`config.mk`:
```
export PLATFORM = sky130hd
export DESIGN_NAME = interrupt_arbiter
export DESIGN_NICKNAME = d
export VERILOG_FILES = /design/src/rtl/interrupt_arbiter.sv
export SDC_FILE = /design/constraint.sdc
export NUM_CORES = 1
export LEC_CHECK = 0
export ABC_CLOCK_PERIOD_IN_PS = 2100
export CORE_MARGIN = 10
export CORE_UTILIZATION = 45
export DETAILED_ROUTE_END_ITERATION = 10
export GPL_TIMING_DRIVEN = 1
export HOLD_SLACK_MARGIN = 0.08
export PLACE_DENSITY = 0.83
export SETUP_SLACK_MARGIN = 0.3
export SLEW_MARGIN = 30
export SYNTH_ARGS = -nofsm -noshare
export SYNTH_HDL_FRONTEND = slang
export SYNTH_SLANG_ARGS = --single-unit
```
`constraint.sdc`:
```
create_clock -name clk -period 2.1 [get_ports clk]
set_input_delay 0.42 -clock clk [delete_from_list [all_inputs] [get_ports clk]]
set_output_delay 0.42 -clock clk [all_outputs]
set_load 0.05 [all_outputs]
```
`src/rtl/interrupt_arbiter.sv`:
```
// Interrupt arbiter: synchronises 16 external lines, keeps edge/level pending state in CSRs
// and presents one fixed-priority request at a time to the trap unit (no nesting).
module interrupt_arbiter #(
  parameter logic [11:0] ADDRESS_BASE = 12'hBC0
) (
  input  logic        clk,
  input  logic        rst,
  input  logic        csrWriteEnable,
  input  logic        csrReadEnable,
  input  logic [11:0] csrWriteAddress,
  input  logic [11:0] csrReadAddress,
  input  logic [31:0] csrWriteData,
  output logic [31:0] csrReadData,
  output logic        requestOutput,
  input  logic [15:0] irq,
  input  logic        inTrap,
  input  logic        trapReturn,
  output logic [15:0] userInterrupts,
  output logic [4:0]  activeId
);
  typedef enum logic [1:0] {IDLE = 2'd0, REQUEST = 2'd1, ACTIVE = 2'd2} state_t;

  state_t      state;
  logic [15:0] irqMeta, irqSync, irqSyncDly;
  logic [15:0] pending, irqEnable, irqEdge;
  logic [15:0] eligible, rise, swClear, trapClear, pendingNext;
  logic [3:0]  grantIdx, winnerIdx;
  logic [11:0] writeOffset, readOffset;
  logic        wrEnable, wrEdge, wrPending;
  logic [31:0] readData;
  logic        unusedWriteBits;

  // Offsets wrap modulo 4096 so a base near the top of the CSR space still decodes.
  assign writeOffset   = csrWriteAddress - ADDRESS_BASE;
  assign readOffset    = csrReadAddress - ADDRESS_BASE;
  assign wrEnable      = csrWriteEnable && (writeOffset == 12'd0);
  assign wrEdge        = csrWriteEnable && (writeOffset == 12'd1);
  assign wrPending     = csrWriteEnable && (writeOffset == 12'd2);
  assign requestOutput = csrReadEnable && (readOffset[11:2] == 10'd0);
  assign unusedWriteBits = ^csrWriteData[31:16];

  always_comb begin
    readData = '0;
    case (readOffset[1:0])
      2'd0:    readData = {16'h0, irqEnable};
      2'd1:    readData = {16'h0, irqEdge};
      2'd2:    readData = {16'h0, pending};
      default: readData = {27'h0, activeId};
    endcase
  end

  assign csrReadData = (requestOutput && rst) ? readData : 32'h0;

  always_ff @(posedge clk or negedge rst) begin
    if (!rst) begin
      irqMeta    <= '0;
      irqSync    <= '0;
      irqSyncDly <= '0;
    end else begin
      irqMeta    <= irq;
      irqSync    <= irqMeta;
      irqSyncDly <= irqSync;
    end
  end

  // Edge bits latch rises and clear on W1C or on trap entry; a same-cycle rise wins.
  assign eligible    = pending & irqEnable;
  assign rise        = irqSync & ~irqSyncDly;
  assign swClear     = wrPending ? (csrWriteData[15:0] & irqEdge) : 16'h0;
  assign trapClear   = (state == REQUEST && inTrap) ? ((16'd1 << grantIdx) & irqEdge) : 16'h0;
  assign pendingNext = (irqEdge & (rise | (pending & ~(swClear | trapClear)))) |
                       (~irqEdge & irqSync);

  always_comb begin
    winnerIdx = 4'd0;
    for (int i = 15; i >= 0; i--) begin
      if (eligible[i]) winnerIdx = 4'(i);
    end
  end

  always_ff @(posedge clk or negedge rst) begin
    if (!rst) begin
      irqEnable <= '0;
      irqEdge   <= '0;
      pending   <= '0;
    end else begin
      if (wrEnable) irqEnable <= csrWriteData[15:0];
      if (wrEdge)   irqEdge   <= csrWriteData[15:0];
      pending <= pendingNext;
    end
  end

  always_ff @(posedge clk or negedge rst) begin
    if (!rst) begin
      state          <= IDLE;
      grantIdx       <= '0;
      userInterrupts <= '0;
      activeId       <= '0;
    end else begin
      case (state)
        IDLE: begin
          if (|eligible) begin
            state          <= REQUEST;
            grantIdx       <= winnerIdx;
            userInterrupts <= 16'd1 << winnerIdx;
          end
        end
        REQUEST: begin
          // A trap already being taken outranks a line withdrawn in the same cycle.
          if (inTrap) begin
            state          <= ACTIVE;
            userInterrupts <= '0;
            activeId       <= {1'b1, grantIdx};
          end else if (!eligible[grantIdx]) begin
            state          <= IDLE;
            userInterrupts <= '0;
          end
        end
        ACTIVE: begin
          if (trapReturn) begin
            state    <= IDLE;
            activeId <= '0;
          end
        end
        default: begin
          state          <= IDLE;
          userInterrupts <= '0;
          activeId       <= '0;
        end
      endcase
    end
  end
endmodule

```
# --- After elaboration in Yosys (flattened, before gate mapping) ---
# Index checks and enable logic that the tools add are counted.
word_totals:
  output_inout_bits: 54
  wordCells: 89
  reg_bits: 123
op_classes:
  n_reduce_logical: 15
  n_eq_ne: 10
  magnitude_cmp: 1
  bitwise: 15
  add_sub_neg: 2
  n_mux: 34
  shift: 2
ops:
  columns: ["operator", "n"]
  rows:
  - ["16-bit bitwise AND", 7]
  - ["16-bit case mux with 3 select lines", 2]
  - ["16-bit 2-to-1 mux", 5]
  - ["4-bit 2-to-1 mux", 16]
  - ["16-bit inverter", 3]
  - ["16-bit OR", 3]
  - ["32-bit 2-to-1 mux", 1]
  - ["1-bit by 4-bit << shifter with 16-bit output (first input constant)", 2]
  - ["12-bit subtractor (second input constant)", 2]
  - ["16-bit OR reduction", 1]
  - ["5-bit case mux with 3 select lines", 1]
  - ["12-bit by 1-bit == test with 1-bit output (second input constant)", 1]
  - ["12-bit by 2-bit == test with 1-bit output (second input constant)", 1]
  - ["12-bit logical NOT", 1]
  - ["10-bit logical NOT", 1]
  - ["5-bit 2-to-1 mux", 2]
  - ["3-bit AND reduction", 3]
  - ["2-bit 2-to-1 mux", 4]
  - ["1-bit logical AND", 6]
  - ["2-bit != test (second input constant)", 3]
  - ["2-bit case mux with 3 select lines", 1]
  - ["4-bit by 5-bit < comparator with 1-bit output (second input constant)", 1]
  - ["1-bit binary-select mux with 4-bit select", 1]
  - ["2-bit by 1-bit == test with 1-bit output (second input constant)", 2]
  - ["6 further kinds", 9]

# --- Depth between registers and ports, before layout ---
logic_depth:
  ltp_word: 20
  mapped_depth: 8

# --- Least setup slack after synthesis ---
# No wires, ideal clock.
synth_timing:
  path_type: "input-to-output"
  from: "input port csrReadAddress[3]"
  to: "output port csrReadData[10]"
  slack_ps: -1284
  cell_stages: 5
  arrival_time_ps: 2964
  required_time_ps: 1680
  cell_sequence: "or4b_2 > nor3_2 > nand2_1 > clkbuf_1 > nor2_1"
synth_via:
  elab_chain_cells: 5
synth_lines:
  columns: ["element", "line", "text"]
  rows:
  - ["from (decl)", "11", "input logic [11:0] csrReadAddress,"]
  - ["12-bit subtractor", "35", "assign readOffset = csrReadAddress - ADDRESS_BASE;"]
  - ["10-bit logical NOT", "39", "assign requestOutput = csrReadEnable && (readOffset[11:2] == 10'd0);"]
  - ["1-bit logical AND", "39", null]
  - ["net requestOutput", "14", "output logic requestOutput,"]
  - ["1-bit logical AND", "52", "assign csrReadData = (requestOutput && rst) ? readData : 32'h0;"]
  - ["32-bit 2-to-1 mux", "52", null]
  - ["to (decl)", "13", "output logic [31:0] csrReadData,"]
# The timed path passes the listed nets, and every way through them passes these cells.

# --- Worst setup path after layout ---
layout_timing:
  from: "input port csrReadAddress[2]"
  to: "output port csrReadData[2]"
layout_via:
  elab_chain_cells: 5
layout_lines:
  columns: ["element", "line"]
  rows:
  - ["12-bit subtractor", "35"]
  - ["10-bit logical NOT", "39"]
  - ["1-bit logical AND", "39"]
  - ["1-bit logical AND", "52"]
  - ["32-bit 2-to-1 mux", "52"]
# No other way between the ends.

==> impl_metrics.yaml <==
outcome:
  outcome: "complete, but fails checks"
  violations: "setup timing"
global_routing:
  grt_remaining_overflow: 0
  grt_antenna_before_repair: 0
  grt_max_degree: 87
  grt_pass1_vias: 4862
  grt_pass1_wl_mm: 26.4
  grt_use_total: 0.203
logic_synthesis:
  ys_async_sr_fraction: 1.00
  yosys_register_bits: 123
  yosys-top-cells-area: "dfrtp_1 56%, mux2_2 6.5%, nand2_1 4.6%, mux4_2 3.3%, a22o_1 3.0%"
  synth_top_area_share: 0.558
  yosysMostFrequentCell: "dfrtp_1"
  synth_ff_type: "dfrtp_1"
  synth_area_per_cell_um2: 11.8
  synthCells: 467
  netlist_top_cells_count: "123 x dfrtp_1, 68 x nand2_1, 34 x nor2_1, 32 x mux2_2, 19 x a22o_1"
  seq_area_frac_synth: 0.558
  synth_cell_types: 61
  synth_warnings: 0
  synth_edf_count: 0
  syn-cell-area_um2: 5520
  yosys.area.top_type: "dfrtp_1"
timing:
  tightestPinTransition_ns: 0.765
  fin_crit_sh: 1.13
  slew_headroom: 0.490
  finalCriticalPeriod_ns: 2.38
  finalHoldViolations: 0
  skew_ns: 0.00862
  finalSetupViolations: 22
  worst_slack_ns: -0.282
  fmax_ghz: 0.420
  rsz0062_at_grt: "yes"
  maxSlewViolCount: 0
hold_path:
  hp-class: "in2async"
setup_path:
  worstPathCellList: "buf_6 > or4b_4 > nor3_4 > buf_6 > buf_6 > and3_4 > buf_8"
  reg2reg_setup_slack_ns: -0.03
  cp.arrival_ns: 1.96
  path_class: "in2out"
  ff2ff_path_depth: 6
  startpoint_type: "input port"
  r2r-start: "pending[14]"
  crit_path_end_kind: "output port"
  crit_family: "simple AND/OR/NAND/NOR gates"
  r2r_end: "userInterrupts[7]"
  max_stage_delay_ns: 0.54
  worst-path-max-fanout: 4
  critPathBufInv: 4
  crit_required_ns: 1.68
  worst_path_most_repeated_cell: "buf_6"
  crit_slowest_cell: "or4b_4"
detailed_routing:
  highest_layer: "met4"
  num_vias: 4624
  met3WireLength_mm: 1.43
  drc: 0
  ant_nets: 0
  vias_per_cell: 5.79
  wl_met1_mm: 6.83
  drt-initial-drc-count: 419
  wl_mm: 17.7
  wl_met2_mm: 8.97
  post_drt_wl_per_cell_um: 22.2
  dr.pass1.iters: 6
power_and_ir_drop:
  switching_share: 0.237
  cellInternalPower_mw: 4.64
  power_frac_comb: 0.104
  power_density_nw_per_um2: 708
  p_seq_frac: 0.416
  clkPwrFrac: 0.480
  p_switching_mw: 1.44
  p_leak_nw: 3.98
  vdd.ir_drop.worst_v: 0.000600
place:
  port-buffer-count: 99
  dp_hpwl_mm: 11.6
  gp_congestion: 0.910
  postPlaceCellArea_um2: 7380
finish:
  fin_nets: 718
  multi_input_area_um2: 2880
  drive_gt1_frac: 0.389
  fill_cells: 766
  num_antenna_cells: 0
  final_cell_area_um2: 8590
  areaGrowthSynthToFinish_pct: 55.6
  postLayoutCoreUtil: 0.715
  seq_area_um2: 3090
clock_network:
  cts_tree: "built"
  cts_sinks: 123
  clk_pin_slew_ns: 0.06
  ctsRootBufferMaster: "clkbuf_16"
  htreeDepth: 4
  cts_buffer_depth: 2
  numCtsBuffers: 17
  clk_latency_ns: 0.42
flow_run:
  max-cap-violations: 0
floorplan:
  dieArea_um2: 17100
  dieHeight_um: 131
  rows: 40
  io_pins: 132
  start_util: 0.459
  fp.dieW_um: 131
  coreArea_um2: 12000
-- cell families after synthesis --
family                 share of synthesized area
and+or+nand+nor                            0.143
AOI/OAI and AO/OA                          0.140
muxes                                      0.120
other                                   0.000679
buffers and inverters                     0.0390
DFF                                        0.558
-- area by class of cell --
| class | instances | area share |
|---|---|---|
| inverter | 1 | 0.000437 |
| clock buffer | 22 | 0.0541 |
| timing repair buffer | 170 | 0.215 |
| sequential | 123 | 0.359 |
| tap | 147 | 0.0214 |
| clock inverter | 8 | 0.0138 |
| multi-input combinational | 327 | 0.336 |
-- per-layer routing --
| metal | global-route usage | vias up |
|---|---|---|
| met5 | 0 | - |
| met4 | 0.0778 | 0 |
| met3 | 0.0741 | 44 |
| met2 | 0.331 | 222 |
| met1 | 0.241 | 2327 |
| li1 | - | 2031 |
-- cell usage in the layout, fill, tap and decap left out, types with 10 or more instances in the layout --
| cell type | Yosys | layout |
|---|---|---|
| nand2_1 | 68 | 61 |
| dlygate4sd2_1 | 0 | 11 |
| conb_1 | 1 | 16 |
| dfrtp_1 | 123 | 117 |
| a22o_1 | 19 | 16 |
| clkdlybuf4s50_1 | 0 | 48 |
| a21o_1 | 18 | 18 |
| a21oi_1 | 17 | 15 |
| buf_6 | 4 | 19 |
| nor2_1 | 34 | 23 |
| nor2_4 | 0 | 13 |
| clkbuf_16 | 0 | 20 |
| buf_4 | 17 | 44 |
| mux2i_1 | 11 | 10 |
| buf_12 | 0 | 20 |
| mux2_4 | 0 | 22 |
| mux2_2 | 32 | 11 |
-- metrics by stage --
stage	hold slack [ns]	TNS, ns	setup slack (ns)	std cells	power, mW
2_1_floorplan	0.124	-7.49	-0.430	482	2.84
3_3_place_gp	0.296	-24.43	-0.514	749	3.12
3_5_place_dp	0.305	-27.39	-0.538	749	3.14
4_1_cts	0.127	-3.99	-0.271	791	6.07
5_1_grt	0.157	-4.82	-0.304	798	6.29
6_report	0.153	-4.09	-0.282	798	6.08
-- how the worst max path moves through the flow --
| stage | from | to | slack, ns | cells after the start |
|---|---|---|---|---|
| global route | csrReadAddress[2] | csrReadData[2] | -0.30 | 7 |
| detailed placement | csrReadAddress[3] | csrReadData[13] | -0.54 | 7 |
| CTS | csrReadAddress[2] | csrReadData[2] | -0.27 | 7 |
| global placement | csrReadAddress[3] | csrReadData[10] | -0.51 | 7 |
| finish | csrReadAddress[2] | csrReadData[2] | -0.28 | 7 |
| floorplan | csrReadAddress[3] | csrReadData[10] | -0.43 | 5 |
-- timing repair --
action                     CTS  global route
pin swaps                   20            14
hold endpoints to repair    10             0
gates resized for setup    103            64
setup endpoints to repair  105            91
gates cloned                 3             2
buffers inserted             8             5
hold buffers                 1             0
-- state kept, by name, summed over array words and instances, names as in the netlist --
signal	cells
activeId	5
userInterrupts	16
irqMeta	16
irqSync	16
pending	16
irqEnable	16
irqSyncDly	16
grantIdx	4
state	2
irqEdge	16
-- worst reg2reg max path: stages, from the launching register on --
cell and delay, ns:
dfrtp_1 0.42, and2_4 0.16, mux4_2 0.48, a22o_1 0.19
a221o_2 0.36, clkbuf_16 0.20, a22o_1 0.21
-- power groups by stage --
stage / clock (mW) / sequential, mW / combinational, mW
detailed placement: 0 / 2.56 / 0.581
global placement: 0 / 2.55 / 0.568
global route: 3.08 / 2.54 / 0.671
floorplan: 0 / 2.60 / 0.236
CTS: 2.95 / 2.52 / 0.593
finish: 2.92 / 2.53 / 0.630
(Power assumes the default switching activity.)
==> patch (same settings) <==
Reset style: synchronous (`rst`), changed in 3 clocked blocks.
--- a/src/rtl/interrupt_arbiter.sv
+++ b/src/rtl/interrupt_arbiter.sv
@@ -51,7 +51,7 @@
 
   assign csrReadData = (requestOutput && rst) ? readData : 32'h0;
 
-  always_ff @(posedge clk or negedge rst) begin
+  always_ff @(posedge clk) begin
     if (!rst) begin
       irqMeta    <= '0;
       irqSync    <= '0;
@@ -78,7 +78,7 @@
     end
   end
 
-  always_ff @(posedge clk or negedge rst) begin
+  always_ff @(posedge clk) begin
     if (!rst) begin
       irqEnable <= '0;
       irqEdge   <= '0;
@@ -90,7 +90,7 @@
     end
   end
 
-  always_ff @(posedge clk or negedge rst) begin
+  always_ff @(posedge clk) begin
     if (!rst) begin
       state          <= IDLE;
       grantIdx       <= '0;
Formal check against the unedited RTL: not equivalent (Yosys sat finds a counterexample within 10 cycles, from zero or initial values and one cycle with rst low; the reset may be asserted at any time).
==> patch against the unedited design <==
The run still ends with setup timing left; worst setup slack improved by 0.15 ns; critical path type unchanged; synthesized cell count grew 33%; power is 5.1% lower; synthesized area fell by 2.2%; sequential cell count did not move; final area fell by 2.8%; die area fell by 1.8%; wire length up 5.2%.
==> patch: results (changes against the unedited design) <==
| Item | This run | Delta |
| --- | --- | --- |
| Status | finished, violations left | unchanged |
| Violated checks | setup timing | unchanged |
| Fraction of the yosys area taken by sequential cells | 45.60% | was 55.77% |
| Clock buf/inv share | 7.331% | was 6.791% |
| Vias in the first global route | 5223 | was 4862 |
| Critical Path AT | 1.81 ns | was 1.96 ns |
| Number of antenna violations at the first check in global routing | 1 | was 0 |
| Largest fanout of any net on the critical path | 6 | was 4 |
| All-layer global routing usage | 20.18% | was 20.33% |
| Maximum resistive drop on vdd | 648.3 uV | was 599.9 uV |
| Routed metal-1 wire length | 6822 microns | was 6831 microns |
| Most area-consuming cells after synthesis | sky130_fd_sc_hd__dfxtp_1, sky130_fd_sc_hd__nand2_1, sky130_fd_sc_hd__and2_1 | was sky130_fd_sc_hd__dfrtp_1, sky130_fd_sc_hd__mux2_2, sky130_fd_sc_hd__nand2_1 |
| Min-delay worst type | in2reg | was in2async |
| First-pass DRT Iterations | 7 | was 6 |
| Pin count of the biggest net entering global routing | 105 | was 87 |
| Multi-input combinational cell count | 460 | was 327 |
| Met2 routed WL | 9258 microns | was 8967 microns |
| Pre-CTS WS | -0.4000 ns | was -0.5380 ns |
| Setup TNS after final layout | -1.775 ns | was -4.089 ns |
| Count of antenna diodes in the layout | 1 | was 0 |
| PnR worst setup slack | -0.1335 ns | was -0.2824 ns |
| FF+latch count | 123 | unchanged |
| Via total after detailed routing | 5349 | was 4624 |
| Cells after Synth | 622 | was 467 |
| Share of flip-flops with an asynchronous set or reset | 0% | was 100.0% |
| Filler cell count in the final layout | 773 | was 766 |
| Placer's final routability congestion estimate | 0.9196 | was 0.9101 |
| Total instance count after detailed placement | 871 | was 749 |
| M3 GR Usage | 5.179% | was 7.413% |
| Worst-Margin Slew | 0.5414 ns | was 0.7651 ns |
| Mux share of post-synthesis cell area | 4.495% | was 11.99% |
| Setup violations, final | 22 | unchanged |
| Length of routed met3 wiring | 1719 microns | was 1433 microns |
| Final net count | 846 | was 718 |
| Number of DRC markers after the initial detailed-route iteration | 525 | was 419 |
| Global-route wire length before repair | 26910 microns | was 26450 microns |
| Post-place instance area | 0.007017 sq mm | was 0.007383 sq mm |
| Proportion of final cell area spent on non-clock buffers | 21.99% | was 21.52% |
| Global routing met1 resource utilization | 22.96% | was 24.08% |
==> patch: cell count changes after synthesis, sizes merged, moves of 33 or more <==
cell	unedited run	this run
dfrtp	123	0
a21boi	1	35
dfxtp	0	123
mux2	33	0
and2	10	57
nand2	69	128
==> patch: report_power, final <==
| group | switching (mW) | internal (mW) |
|---|---|---|
| Clock | 1.19 | 1.83 |
| Sequential | 0.0217 | 2.37 |
| Combinational | 0.182 | 0.171 |
==> patch: what timing repair did <==
item / CTS / global route
setup endpoints to repair: 100 / 77
gates cloned: 3 / 1
pin swaps: 14 / 40
gates resized for setup: 96 / 109
setup buffers: 13 / 4
==> patch: worst paths after layout <==
| path | from | to | slack, ns | cells after the start |
|---|---|---|---|---|
| worst max-delay path | csrReadAddress[5] | csrReadData[3] | -0.13 | 7 |
| worst min-delay path | rst | irqMeta[15] | 0.41 | 2 |
| worst max register to register | grantIdx[0] | userInterrupts[9] | -0.03 | 7 |
| worst min register to register | irqMeta[11] | irqSync[11] | 0.44 | 1 |
